==> src/rtl/pdh_cmd_pkg.sv <==
// Shared command, error and FSM definitions for the PDH command bank.
package pdh_cmd_pkg;

    typedef enum logic [3:0] {
        IDLE   = 4'h0,
        SET    = 4'h1,
        GET    = 4'h2,
        CLR    = 4'h3,
        STROBE = 4'hE
    } cmd_e;

    typedef enum logic [1:0] {
        ERR_NONE    = 2'd0,
        ERR_UNKNOWN = 2'd1,
        ERR_SEL     = 2'd2,
        ERR_DOUBLE  = 2'd3
    } err_e;

    typedef logic [1:0] state_t;

    localparam state_t S_IDLE = 2'd0;
    localparam state_t S_EXEC = 2'd1;
    localparam state_t S_ACK  = 2'd2;

    localparam int CMD_LSB = 27;
    localparam int SEL_LSB = 24;
    localparam int RST_BIT = 31;
    localparam int CMD_W   = 4;

endpackage

==> src/rtl/pdh_cmd_chan.sv <==
// One payload channel: shadow register, live register and pending flag.
module pdh_cmd_chan
    import pdh_cmd_pkg::*;
#(
    parameter int DATA_W = 16
) (
    input  logic              clk,
    input  logic              rst,
    input  logic              srst,
    input  logic              wr_en,
    input  logic              commit,
    input  logic              clr,
    input  logic [DATA_W-1:0] data,
    output logic [DATA_W-1:0] live,
    output logic              pending,
    output logic              update
);

    logic [DATA_W-1:0] shadow;

    always_ff @(posedge clk or posedge rst) begin
        if (rst) begin
            shadow  <= '0;
            live    <= '0;
            pending <= 1'b0;
            update  <= 1'b0;
        end else if (srst) begin
            shadow  <= '0;
            live    <= '0;
            pending <= 1'b0;
            update  <= 1'b0;
        end else begin
            update <= commit & pending;
            if (commit && pending) begin
                live    <= shadow;
                pending <= 1'b0;
            end
            if (clr)
                pending <= 1'b0;
            if (wr_en) begin
                shadow  <= data;
                pending <= 1'b1;
            end
        end
    end

endmodule

==> src/rtl/pdh_cmd_bank.sv <==
// Decodes the PS control word into N_CH two-phase (SET/STROBE) payload channels
// and returns a status word with readback and sticky error flags.
module pdh_cmd_bank
    import pdh_cmd_pkg::*;
#(
    parameter int N_CH   = 4,
    parameter int DATA_W = 16,
    parameter int SEL_W  = 3
) (
    input  logic                   clk,
    input  logic                   rst,
    input  logic [31:0]            axi_from_ps_i,
    output logic [31:0]            axi_to_ps_o,
    output logic [N_CH*DATA_W-1:0] ch_data_o,
    output logic [N_CH-1:0]        ch_update_o,
    output logic [N_CH-1:0]        pending_o
);

    localparam logic [SEL_W:0] N_CH_L = (SEL_W+1)'(N_CH);

    logic [31:0]      in_r;
    logic [31:0]      prev_r;
    logic [31:0]      lat_r;
    state_t           state;
    logic             srst;
    logic             cmd_evt;
    logic [31:0]      exec_w;
    logic [CMD_W-1:0] cmd;
    logic [SEL_W-1:0] sel;
    logic             sel_bad;
    logic [N_CH-1:0]  sel_hot;
    logic [N_CH-1:0]  wr_en;
    logic             commit;
    logic             clr_all;
    logic             ok;
    logic             err;
    err_e             err_nxt;
    logic             get_en;
    logic [3:0]       last_seen;
    logic [3:0]       last_exec;
    logic             err_sticky;
    err_e             err_code;
    logic [SEL_W-1:0] rb_sel;
    logic [15:0]      rb_data;

    assign srst    = in_r[RST_BIT];
    assign cmd_evt = (state == S_IDLE) && (in_r != prev_r) && (in_r[CMD_LSB +: CMD_W] != IDLE);

    // Words that change while busy are not queued; the newest non-idle word wins at execute time.
    assign exec_w  = (in_r[CMD_LSB +: CMD_W] != IDLE) ? in_r : lat_r;
    assign cmd     = exec_w[CMD_LSB +: CMD_W];
    assign sel     = exec_w[SEL_LSB +: SEL_W];
    assign sel_bad = {1'b0, sel} >= N_CH_L;

    always_comb begin
        sel_hot = '0;
        for (int unsigned k = 0; k < N_CH; k++)
            sel_hot[k] = (sel == k[SEL_W-1:0]);
    end

    always_comb begin
        wr_en   = '0;
        commit  = 1'b0;
        clr_all = 1'b0;
        ok      = 1'b0;
        err     = 1'b0;
        err_nxt = ERR_NONE;
        get_en  = 1'b0;
        if (state == S_EXEC) begin
            case (cmd)
                SET: begin
                    if (sel_bad) begin
                        err     = 1'b1;
                        err_nxt = ERR_SEL;
                    end else begin
                        ok    = 1'b1;
                        wr_en = sel_hot;
                        if (|(pending_o & sel_hot)) begin
                            err     = 1'b1;
                            err_nxt = ERR_DOUBLE;
                        end
                    end
                end
                GET: begin
                    if (sel_bad) begin
                        err     = 1'b1;
                        err_nxt = ERR_SEL;
                    end else begin
                        ok     = 1'b1;
                        get_en = 1'b1;
                    end
                end
                CLR: begin
                    ok      = 1'b1;
                    clr_all = 1'b1;
                end
                STROBE: begin
                    ok     = 1'b1;
                    commit = 1'b1;
                end
                IDLE: ;
                default: begin
                    err     = 1'b1;
                    err_nxt = ERR_UNKNOWN;
                end
            endcase
        end
    end

    always_ff @(posedge clk or posedge rst) begin
        if (rst)
            in_r <= '0;
        else
            in_r <= axi_from_ps_i;
    end

    always_ff @(posedge clk or posedge rst) begin
        if (rst) begin
            prev_r     <= '0;
            lat_r      <= '0;
            state      <= S_IDLE;
            last_seen  <= '0;
            last_exec  <= '0;
            err_sticky <= 1'b0;
            err_code   <= ERR_NONE;
            rb_sel     <= '0;
        end else if (srst) begin
            prev_r     <= '0;
            lat_r      <= '0;
            state      <= S_IDLE;
            last_seen  <= '0;
            last_exec  <= '0;
            err_sticky <= 1'b0;
            err_code   <= ERR_NONE;
            rb_sel     <= '0;
        end else begin
            case (state)
                S_IDLE: begin
                    prev_r <= in_r;
                    if (cmd_evt) begin
                        lat_r <= in_r;
                        state <= S_EXEC;
                    end
                end
                S_EXEC: begin
                    prev_r    <= exec_w;
                    state     <= S_ACK;
                    last_seen <= cmd;
                    if (ok)
                        last_exec <= cmd;
                    if (err) begin
                        err_sticky <= 1'b1;
                        err_code   <= err_nxt;
                    end
                    if (get_en)
                        rb_sel <= sel;
                end
                default: state <= S_IDLE;
            endcase
        end
    end

    for (genvar k = 0; k < N_CH; k++) begin : g_ch
        pdh_cmd_chan #(.DATA_W(DATA_W)) u_chan (
            .clk     (clk),
            .rst     (rst),
            .srst    (srst),
            .wr_en   (wr_en[k]),
            .commit  (commit),
            .clr     (clr_all),
            .data    (exec_w[DATA_W-1:0]),
            .live    (ch_data_o[k*DATA_W +: DATA_W]),
            .pending (pending_o[k]),
            .update  (ch_update_o[k])
        );
    end

    always_comb begin
        rb_data = '0;
        for (int unsigned k = 0; k < N_CH; k++)
            if (rb_sel == k[SEL_W-1:0])
                rb_data[DATA_W-1:0] = ch_data_o[k*DATA_W +: DATA_W];
    end

    always_ff @(posedge clk or posedge rst) begin
        if (rst)
            axi_to_ps_o <= '0;
        else if (srst)
            axi_to_ps_o <= '0;
        else
            axi_to_ps_o <= {last_seen, last_exec, |pending_o, err_sticky, err_code,
                            1'b0, rb_sel, rb_data};
    end

endmodule

==> config.mk <==
export PLATFORM = sky130hd
export DESIGN_NAME = pdh_cmd_bank
export DESIGN_NICKNAME = d
export VERILOG_FILES = /design/src/rtl/pdh_cmd_pkg.sv /design/src/rtl/pdh_cmd_chan.sv /design/src/rtl/pdh_cmd_bank.sv
export SDC_FILE = /design/constraint.sdc
export NUM_CORES = 1
export LEC_CHECK = 0
export ABC_AREA = 1
export ABC_CLOCK_PERIOD_IN_PS = 18100
export CORE_UTILIZATION = 40
export DETAILED_ROUTE_END_ITERATION = 7
export SYNTH_ARGS = -nofsm -noshare
export SYNTH_HDL_FRONTEND = slang
export SYNTH_SLANG_ARGS = --single-unit
==> constraint.sdc <==
create_clock -name clk -period 18.1 [get_ports clk]
set_input_delay 1.81 -clock clk [delete_from_list [all_inputs] [get_ports clk]]
set_output_delay 1.81 -clock clk [all_outputs]
set_load 0.02 [all_outputs]
==> impl_results.md <==
* H-tree Lvls at 1
* Startpoint type of the worst setup path: register
* ANT nets after route at 0
* Area of the die at 29400 µm²
* Distinct cells, synth at 34
* Mapped cell area at 11500 µm²
* Crit path DAT at 1670 ps
* Warnings, synthesis at 0
* Root buffer cell: clkbuf_16
* Post-synth EDFFs at 0
* Critical path buffers and inverters at 1
* I/O Buffers at roughly 140
* RSZ-0062 raised after global routing: false
* Max FO, Critical Path at 5
* Total grt overflow at 0
* Post-synth ARST share at 1.00
* Sequential fraction of the synthesis area at 0.605
* Via Count at 9002
* Initial Utilization at 0.411
* Minimum clock period at 3480 ps
* Postcts setup bufs at 0
* Pins over their slew limit at 0
* Antenna violations before repair at 0
* Antenna cells at 0
* Core area at 28000 µm²
* CTS max path bufs at 3
* Element type at the critical path end: output pin
* Normalized max-slew margin at 0.326
* Drc violations at 0
* Post-synth top area share at 0.605
* Period utilization at 0.193
* Fmax at 287 MHz
* Setup TNS at 0 ps
* Drt total wl at slightly below 30000 µm
* Critical path required time at 16290 ps
* Layout cell share with drive strength beyond 1 at 0.0615
* Placed cell areas at 13100 µm²
* Critical path's slowest cell: clkdlybuf4s50_1
* Pre-antenna DRT Iters at 7
* Hold crit path type: reg2reg
* Clk pin slew, worst setup/hold paths at 60 ps
* Die Ht at 172 µm
* CP cell instances: clkdlybuf4s50_1
* Die X at 172 µm
* Synth area leader: dfrtp_1
* Pin count of the biggest net entering global routing at 122
* Post-detail-place hpwl at 20200 µm
* Setup CP Type: reg2out
* Synth Flop Type: dfrtp_1
* CP peak stage delay at 660 ps
* Delay-heaviest family, CP: buffers and inverters
* Leak at 6.38 nW
* Cts bufs inserted at 29
* Row cnt at 61
* Pwr per Cell Area at between 90 and 100 nW/µm²
* Worst-Margin Slew at 1010 ps
* Reported max-cap violation count at 0
* Total GRT Usage at 0.207
* Fill cells at between 2k and 3k
* Layout net count at approximately 1.4k
* Syn_area_per_cell at 9.39 µm²
* I/O Pins at 138
* Clk sinks at 278
* Post-CTS Hold Buffers at 0
* Peak VDD IR at 0.0644 mV
* Final Cell Area at 14100 µm²
* Status: complete, no violations
* Clock Skew at approximately 16 ps
* First-pass GRT wire length at 47500 µm
* Worst skew pair latency at approximately 550 ps
* Vias in the first global route at 8643
* Top cells by area, synth: dfrtp_1, inv_1, o22ai_1
* Cts repair resizes at 0
* Layout area overhead at 22.5%
* Synth top cells by count: dfrtp_1, inv_1, nand2_1, o21ai_0, o22ai_1
* FF+latch count, synth at roughly 280
* Iter 0 DRT Violations at ~700
* Syn_nets at 1259
* Post-DR wirelength/cell at 17.0 µm
* Number of vias per cell at 5.16
* Fin. Hold Viols at 0
* Setup violators final at 0
* Count leader, synth: dfrtp_1
* GP Congestion at 0.833
* Cells after Synth at 1225
* CTS tree: done
[per-layer routing]
layer  vias up  wire, µm  GRT usage
li1       4257         -          -
met1      4421     13800      0.304
met2       280     13400      0.321
met3        44      1830     0.0281
met4         0       569     0.0543
met5         -         0          0
[where the power goes]
part | switching [mW] | internal (mW) | leakage, nW
sequential | 0.0137 | 0.643 | 3.74
combinational | 0.0713 | 0.0296 | 2.17
clock | 0.244 | 0.352 | 0.473
total | 0.329 | 1.03 | 6.38
[area by class of cell]
cell class              count  area (µm²)  area share
flip-flops and latches    278        6960       0.494
multi-input cells         643        3340       0.237
repair buffers            143        1410       0.100
inverters                 248         941      0.0668
clock buffers              43         848      0.0602
well taps                 378         473      0.0336
clock inverters            11         118     0.00835
[worst paths after layout]
check,slack [ps],startpoint,to,cells past startpoint
max,14620,g_ch[2].u_chan.pending$_DFFE_PP0P_,pending_o[2],1
min,480,last_exec[0]$_DFFE_PP0P_,last_exec[0]$_DFFE_PP0P_,2
max reg2reg,14870,in_r[31]$_DFF_PP0_,g_ch[3].u_chan.shadow[4]$_DFFE_PP0P_,7
min reg2reg,480,last_exec[0]$_DFFE_PP0P_,last_exec[0]$_DFFE_PP0P_,2
max in group asynchronous,14690,rst,g_ch[1].u_chan.live[13]$_DFFE_PP0P_,3
min in group asynchronous,1840,rst,axi_to_ps_o[18]$_DFF_PP0_,2
[cell usage in the layout, fill, tap and decap left out, drive strengths merged, types with 9 or more instances in the layout]
master           n
dfrtp          278
nand4           17
a211oi          14
a221oi           9
clkdlybuf4s50  136
nor2            68
a21oi           27
o22ai          122
inv            248
nand2          178
o21ai          137
clkbuf          43
nand3           58
[kinds of logic (layout without fill, tap and decap cells)]
logic type,Yosys count,after routing,synth area share
simple gates,324,324,0.126
compound gates,318,318,0.162
buf+inv,304,445,0.106
flops,278,278,0.605
other cells,1,1,0.000326
[per-stage QoR]
| step | cells | power [mW] | hold slack [ps] | util | worst slack (ps) |
|---|---|---|---|---|---|
| floorplan | 1225 | 0.732 | 442 | - | 8620 |
| global placement | 1690 | 0.767 | 459 | 0.468 | 14010 |
| detailed placement | 1690 | 0.769 | 463 | 0.468 | 14020 |
| CTS | 1744 | 1.37 | 478 | 0.503 | 14560 |
| global route | 1744 | 1.41 | 498 | 0.503 | 14300 |
| finish | 1744 | 1.35 | 475 | 0.503 | 14620 |
[state kept, by name, summed over array words and instances, names as in the netlist, 4 cells and up]
register,count
last_seen,4
axi_to_ps_o,31
lat_r,31
g_ch.u_chan.shadow,64
last_exec,4
g_ch.u_chan.update,4
g_ch.u_chan.live,64
prev_r,32
g_ch.u_chan.pending,4
in_r,32
Power figures use the tool's default switching activity.
